--- config.mk ---
export PLATFORM = sky130hd
export DESIGN_NAME = pwm
export DESIGN_NICKNAME = d
export VERILOG_FILES = /design/src/rtl/pwm_pkg.sv /design/src/rtl/pwm_counter.sv /design/src/rtl/pwm.sv
export SDC_FILE = /design/constraint.sdc
export NUM_CORES = 1
export LEC_CHECK = 0
export CAP_MARGIN = 5
export CELL_PAD_IN_SITES_DETAIL_PLACEMENT = 0
export CELL_PAD_IN_SITES_GLOBAL_PLACEMENT = 1
export CORE_MARGIN = 5
export CORE_UTILIZATION = 23
export CTS_CLUSTER_SIZE = 12
export DETAILED_ROUTE_END_ITERATION = 8
export PLACE_DENSITY_LB_ADDON = 0.12
export SLEW_MARGIN = 40
export SYNTH_ARGS = -nofsm -noshare
export SYNTH_HDL_FRONTEND = slang
export SYNTH_HIERARCHICAL = 1
export SYNTH_SLANG_ARGS = --single-unit
--- constraint.sdc ---
create_clock -name clkin -period 2.2 [get_ports clkin]
set_clock_uncertainty 0.15 [all_clocks]
set_input_delay 0.44 -clock clkin [delete_from_list [all_inputs] [get_ports clkin]]
set_output_delay 0.44 -clock clkin [all_outputs]
set_load 0.05 [all_outputs]
--- src/rtl/pwm_pkg.sv ---
// Shared constants, types and helpers for the pwm block.
package pwm_pkg;

    localparam int unsigned PWM_WIDTH_DEFAULT = 8;

    // Period length (and one past the max count) for a given counter width.
    function automatic int unsigned pwm_period(input int unsigned width);
        return (32'd1 << width) - 32'd1;
    endfunction

    typedef logic [PWM_WIDTH_DEFAULT-1:0] pwm_duty_t;

endpackage

--- src/rtl/pwm_counter.sv ---
// Period counter: counts 0..PERIOD-1, then wraps. Flags the last clock of each period.
module pwm_counter
    import pwm_pkg::*;
#(
    parameter int unsigned WIDTH = PWM_WIDTH_DEFAULT
) (
    input  logic             clkin,
    input  logic             reset,
    output logic [WIDTH-1:0] cnt,
    output logic             last_c
);

    localparam int unsigned      PERIOD   = pwm_period(WIDTH);
    localparam logic [WIDTH-1:0] LAST_CNT = WIDTH'(PERIOD - 1);

    logic [WIDTH-1:0] cnt_d;
    logic [WIDTH-1:0] cnt_q;

    always_comb begin
        last_c = (cnt_q == LAST_CNT);
        cnt_d  = cnt_q + WIDTH'(1);
        if (last_c) begin
            cnt_d = '0;
        end
    end

    always_ff @(posedge clkin) begin
        if (reset) begin
            cnt_q <= '0;
        end else begin
            cnt_q <= cnt_d;
        end
    end

    assign cnt = cnt_q;

endmodule

--- src/rtl/pwm.sv ---
// Fixed-frequency PWM: out is registered high while cnt < effective duty.
// Define PWM_SHADOW_EN to latch duty_cycle only on the last clock of each period.
module pwm
    import pwm_pkg::*;
#(
    parameter int unsigned WIDTH = PWM_WIDTH_DEFAULT
) (
    input  logic             clkin,
    input  logic             reset,
    input  logic [WIDTH-1:0] duty_cycle,
    output logic             out
);

    logic [WIDTH-1:0] cnt;
    logic             last_c;
    logic [WIDTH-1:0] duty_eff_c;
    logic             out_d;
    logic             out_q;

    pwm_counter #(
        .WIDTH (WIDTH)
    ) u_counter (
        .clkin  (clkin),
        .reset  (reset),
        .cnt    (cnt),
        .last_c (last_c)
    );

`ifdef PWM_SHADOW_EN
    // Shadow duty only changes at the period boundary, so pulses are never truncated.
    logic [WIDTH-1:0] duty_d;
    logic [WIDTH-1:0] duty_q;

    always_comb begin
        duty_d = duty_q;
        if (last_c) begin
            duty_d = duty_cycle;
        end
    end

    always_ff @(posedge clkin) begin
        if (reset) begin
            duty_q <= '0;
        end else begin
            duty_q <= duty_d;
        end
    end

    assign duty_eff_c = duty_q;
`else
    logic unused_last;

    assign unused_last = last_c;
    assign duty_eff_c  = duty_cycle;
`endif

    always_comb begin
        out_d = (cnt < duty_eff_c);
    end

    always_ff @(posedge clkin) begin
        if (reset) begin
            out_q <= 1'b0;
        end else begin
            out_q <= out_d;
        end
    end

    assign out = out_q;

endmodule

# Word-level counts from Yosys, hierarchy flattened
# Cells that the tools add are included.
classes:
  addsub: 1
  n_lt_le_gt_ge: 1
  n_eq_ne: 1
  n_reduce_logical: 1
op_table:
  columns: ["op", "count"]
  rows:
  - ["adder 8 x 1 -> 8 bit, second input constant", 1]
  - ["equality test 8 bit, second input constant", 1]
  - ["less-than comparator 8 bit", 1]
  - ["OR reduction 2 bit", 1]
word_totals:
  regBits: 9
  input_bits: 10
  out_inout_bits: 1
  word_cells: 6

# Depth between registers and ports, before layout
# Gate-level depths: netlist of the first run.
logic_depth:
  depth_word: 2
  mapped_depth: 5
  ltp_nobuf: 5

# Hierarchy
# The synthesis of the first run kept the hierarchy.
modules_own_cells:
  columns: ["module", "instances", "cells_per_inst", "area_each_um2", "seq_area_each_um2"]
  rows:
  - ["pwm_counter", 1, 39, 354.1, 160.2]
  - ["pwm", 1, 26, 201.4, 20.0]

# Worst setup path before layout of the first run
# No wires, ideal clock.
synth_timing:
  kind: "in2reg"
  startpoint: "in duty_cycle[2]"
  endpoint: "reg out_q, in the netlist out"
  setup_time_ns: 0.112
  arrival_time_ns: 1.375
  required_ns: 1.938
  setup_slack_ns: 0.563
  cell_stages: 5
  n_path_buf: 0
  cell_sequence: "inv_1 ha_1 a211oi_2 o21ai_1 a2111oi_1"
synth_via:
  elab_chain_cells: 1
synth_rtl:
  columns: ["element", "line", "rtl"]
  rows:
  - ["start, declared", "pwm.sv:10", "input logic [WIDTH-1:0] duty_cycle,"]
  - ["less-than comparator 8 bit", "pwm.sv:58", "out_d = (cnt < duty_eff_c);"]
  - ["end signal, assigned", "pwm.sv:65", "out_q <= out_d;"]
  - ["end, declared", "pwm.sv:18", "logic out_q;"]
# No other way between the ends.
# A chain may end at the register's enable or synchronous reset.

# Final worst setup path of the first run
layout_timing:
  startpoint: "reg out_q, in the netlist out"
  endpoint: "out out"
layout_rtl:
  columns: ["element", "line", "rtl"]
  rows:
  - ["end, declared", "pwm.sv:11", "output logic out"]
# No word-level cell between the ends.

==> results of run 1 <==
-- flip-flops by register name, indices dropped and copies added, names as in the netlist --
signal,flops
u_counter/cnt,8
out,1
-- through the flow --
step                util (%)  hold slack, ns  total power [W]  instances  worst slack (ns)
floorplan                  -           0.314         0.000210         64             0.563
global placement        30.5           0.358         0.000237        102            0.0466
detailed placement      30.5           0.366         0.000237        102           0.00172
CTS                     31.6           0.383         0.000373        106             0.220
global route            31.6           0.415         0.000389        106             0.182
finish                  31.6           0.380         0.000362        106             0.241
-- metal layers --
layer	vias up	global-route usage (%)	share of wire, %
met4	0	3.88	1.0
met2	13	12.8	44
met3	2	3.27	5.5
li1	258	-	-
met1	214	9.24	49
met5	-	0	0
-- power breakdown --
part | total, W | leakage [nW] | switching [W] | internal [W]
clock network | 0.000129 | 0.0150 | 0.0000589 | 0.0000700
registers | 0.000178 | 0.0735 | 0.00000902 | 0.000169
logic | 0.0000554 | 0.214 | 0.0000245 | 0.0000309
-- worst max path at each step --
stage	from	endpoint	slack [ns]	cells after the start
3_5_place_dp	duty_cycle[2]	out	0.002	6
6_report	out	out	0.24	1
3_3_place_gp	duty_cycle[2]	out	0.05	6
2_1_floorplan	duty_cycle[2]	out	0.56	5
4_1_cts	out	out	0.22	1
5_1_grt	out	out	0.18	1
-- cell usage in the layout (no fill, tap or decap), types with 2 or more instances in the layout --
| master | instances |
|---|---|
| clkbuf_4 | 3 |
| nand4_1 | 2 |
| dfxtp_1 | 9 |
| nor2_1 | 8 |
| o21bai_1 | 2 |
| o21ai_0 | 3 |
| inv_1 | 8 |
| nand3_1 | 3 |
| ha_1 | 9 |
| a21oi_1 | 4 |
| clkdlybuf4s50_1 | 10 |
| nand2_1 | 2 |
-- area by class of cell --
type | count | area, sq um
tap | 28 | 35.0
timing repair buffer | 10 | 100
clock buffer | 4 | 26.3
multi-input combinational | 47 | 342
inverter | 8 | 30.0
fill | 252 | 1540
sequential | 9 | 180
==> results_dict.tcl, run 1 <==
set metrics [dict create \
    syn_area_sq_um 552 \
    die_area_sq_um 3480 \
    cts_tree "done" \
    die_y_um 59.0 \
    fin_area_sq_um 713 \
    first_pass_iters 4 \
    worstMarginPinSlew_ns 0.499 \
    syn_avg_cell_area_sq_um 8.62 \
    port-buffer-count 10 \
    path_class "reg2out" \
    hold_start "u_counter/cnt[0]" \
    gr-total-overflow 0 \
    viasPerCell 4.59 \
    clock_path_buffers 2 \
    synth_cells 64 \
    cp_num_buf_inv 1 \
    p_leak_nw 0.302 \
    worstPathArrival_ns 1.37 \
    synth_fp_nets 83 \
    whs_path_depth 1 \
    drc_errors 0 \
    gp_congestion 0.692 \
    place_hpwl_um 914 \
    post-cts-setup-buffer-count 0 \
    fmax_mhz 511 \
    io-pin-count 11 \
    min_period_over_period_pct 89.0 \
    startpoint_type "flip-flop" \
    relSlewSlack_pct 66.6 \
    ir_drop_mv 0.260 \
    final_nets 98 \
    vias 487 \
    wirelength_mm 1.19 \
    finalHoldViolations 0 \
    setup_viol 0 \
    reg2reg_depth 4 \
    numCtsBuffers 3 \
    rsz0062_at_grt "no" \
    antenna_found_initial 0 \
    layout-drive-gt1-share_pct 6.41 \
    path_max_fanout 1 \
    cts_root_buf "clkbuf_4" \
    drv_slew 0 \
    endpoint_kind "output pin" \
    hold_path_end "u_counter/cnt[0]" \
    antenna-diode-count 0 \
    syn_to_final_growth_pct 29.3 \
    post_dp_cell_area_sq_um 687 \
    reg2reg_to "out" \
    cellPowerDensity_nw_per_um2 508 \
    routedWlPerCell_um 11.2 \
    grt_max_degree 8 \
    row_count 17 \
    layout_min_cycle_time_ns 1.96 \
    tns_ns 0 \
    cts_hold_buf 0 \
    crit_required_ns 1.61 \
    drtAntennaViolNets 0 \
    path_clk_slew_ns 0.06 \
    slowest_delay_ns 0.80 \
    grt.total_usage_pct 8.02 \
    outcome "finished, final reports clean" \
    htree_levels 1 \
    grt_pass1_vias 463 \
    maxCapViolations 0 \
    ctsResizeCount 0 \
    cp_slowest_cell "clkdlybuf4s50_1" \
    cts_sinks 9 \
    yosys_warnings 6 \
    die_w_um 59.0 \
    start_util_pct 24.5 \
    drtIter0Drc 7 \
    r2r-start "u_counter/cnt[2]" \
    path_delay_family "buffers and inverters" \
    grt_pass1_wl_mm 2.06 \
    core-area_sq_um 2250 \
    timing.reg2reg.setup_slack_ns 0.51 \
    hp-class "reg2reg" \
    critical_path.cell_chain "clkdlybuf4s50_1" \
    clk_latency_ns 0.26 \
]
Power figures use the tool's default switching activity.
==> run 2, diff against run 1 <==
- GPL_TIMING_DRIVEN: default -> 0
==> run 2 against run 1 <==
Compared with the run above:
- sequential share of layout area did not move
- global-route usage shrank 0.58 points
- flip-flop and latch count stayed put
- register-to-register slack is essentially flat
- setup slack better by 0.018 ns
- first-iteration DRC count grew 110%
- maximum frequency is 0.95% higher
- combinational power rose by 0.9%
- cell count is the same
- non-clock buffer count did not move
- power is 0.62% higher
- die area did not move
- critical endpoint unchanged
==> results_dict.tcl, run 2 (synthesis results as in run 1) <==
set metrics [dict create \
    outcome "finished, final reports clean" \
    final_cell_mix "clkdlybuf4s50_1 (10), ha_1 (9), dfxtp_1 (9)" \
    antenna-diode-count 0 \
    start_util_pct 24.5 \
    hp-class "reg2reg" \
    cp.depth 1 \
    cts_root_buf "clkbuf_4" \
    startpoint_type "flip-flop" \
    grt_max_degree 8 \
    crit_required_ns 1.61 \
    rsz0062_at_grt "no" \
    ir_drop_mv 0.341 \
    wl_met2_um 529 \
    die_w_um 59.0 \
    cp_slowest_cell "clkdlybuf4s50_1" \
    port-buffer-count 10 \
    relSlewSlack_pct 67.4 \
    cellPowerDensity_nw_per_um2 511 \
    wl_met3_um 55 \
    slowest_delay_ns 0.79 \
    min_period_over_period_pct 88.2 \
    antenna_found_initial 0 \
    maxCapViolations 0 \
    layout_commonest_cell "clkdlybuf4s50_1" \
    routedWlPerCell_um 10.9 \
    cts_sinks 9 \
    grt_pass1_vias 427 \
    place_hpwl_um 916 \
    path_clk_slew_ns 0.06 \
    highest_layer "met4" \
    endpoint_kind "output pin" \
    cp_num_buf_inv 1 \
    post-cts-setup-buffer-count 0 \
    io-pin-count 11 \
    viasPerCell 4.56 \
    routedLengthMet1_um 553 \
    path_max_fanout 1 \
    die_y_um 59.0 \
    drv_slew 0 \
    grt.total_usage_pct 7.44 \
    dp.cells 102 \
    core-area_sq_um 2250 \
    final_cell_count_no_fill 106 \
    drc_errors 0 \
    clock_path_buffers 2 \
    htree_levels 1 \
    cts_hold_buf 0 \
    first_pass_iters 4 \
    die_area_sq_um 3480 \
    fin_area_sq_um 713 \
    critical_path.cell_chain "clkdlybuf4s50_1" \
    syn_to_final_growth_pct 29.3 \
    whs_path_depth 1 \
    gp_congestion 0.720 \
    drtIter0Drc 15 \
    clk_latency_ns 0.26 \
    grt_pass1_wl_mm 1.91 \
    worstPathArrival_ns 1.35 \
    path_delay_family "buffers and inverters" \
    drtAntennaViolNets 0 \
    fmax_mhz 515 \
    ctsResizeCount 0 \
    p_leak_nw 0.302 \
    final_nets 98 \
    wirelength_mm 1.15 \
    row_count 17 \
    setup_viol 0 \
    p_total_w 0.000364 \
    dp_slack_ns -0.0157 \
    layout_min_cycle_time_ns 1.94 \
    fillers 249 \
    layout-drive-gt1-share_pct 6.41 \
    gr-total-overflow 0 \
    vias 483 \
    largest_reg_flops 8 \
    worstMarginPinSlew_ns 0.488 \
    worst_slack_ns 0.260 \
    finalHoldViolations 0 \
    timing.hold.ws_ns 0.377 \
    reg2reg_depth 4 \
    numCtsBuffers 3 \
    path_class "reg2out" \
    post_dp_cell_area_sq_um 687 \
    cts_tree "done" \
]
run 2: cell counts in the layout (fill, tap and decap cells not counted):
Identical to the previous run, type by type.
run 2: per-layer routing:
metal / vias to the layer above / GRT usage [%]
li1: 258 / -
met1: 214 / 9.27
met4: 0 / 4.85
met2: 9 / 11.2
met5: - / 0
met3: 2 / 1.96
run 2: power by group:
group          leakage [nW]  internal [W]  switching [W]
Clock                0.0150     0.0000700      0.0000609
Combinational         0.214     0.0000309      0.0000250
Sequential           0.0735      0.000169     0.00000882
run 2: area by class of cell:
cell class              instances  area [sq um]  area share, %
multi-input cells              47           342           47.9
flip-flops and latches          9           180           25.3
repair buffers                 10           100           14.0
well taps                      28          35.0           4.91
inverters                       8          30.0           4.21
clock buffers                   4          26.3           3.68
run 2: worst paths after layout:
check	startpoint	slack, ns	to
worst max-delay path	out	0.26	out
worst min-delay path	u_counter/cnt[0]	0.38	u_counter/cnt[0]
worst max register to register	u_counter/cnt[2]	0.50	out
worst min register to register	u_counter/cnt[0]	0.38	u_counter/cnt[0]
run 2: through the flow:
step	util [%]	setup TNS (ns)
final	31.6	0
after global placement	30.5	-0.00135
after global routing	31.6	0
after floorplan	-	0
after detailed placement	30.5	-0.0157
after CTS	31.6	0
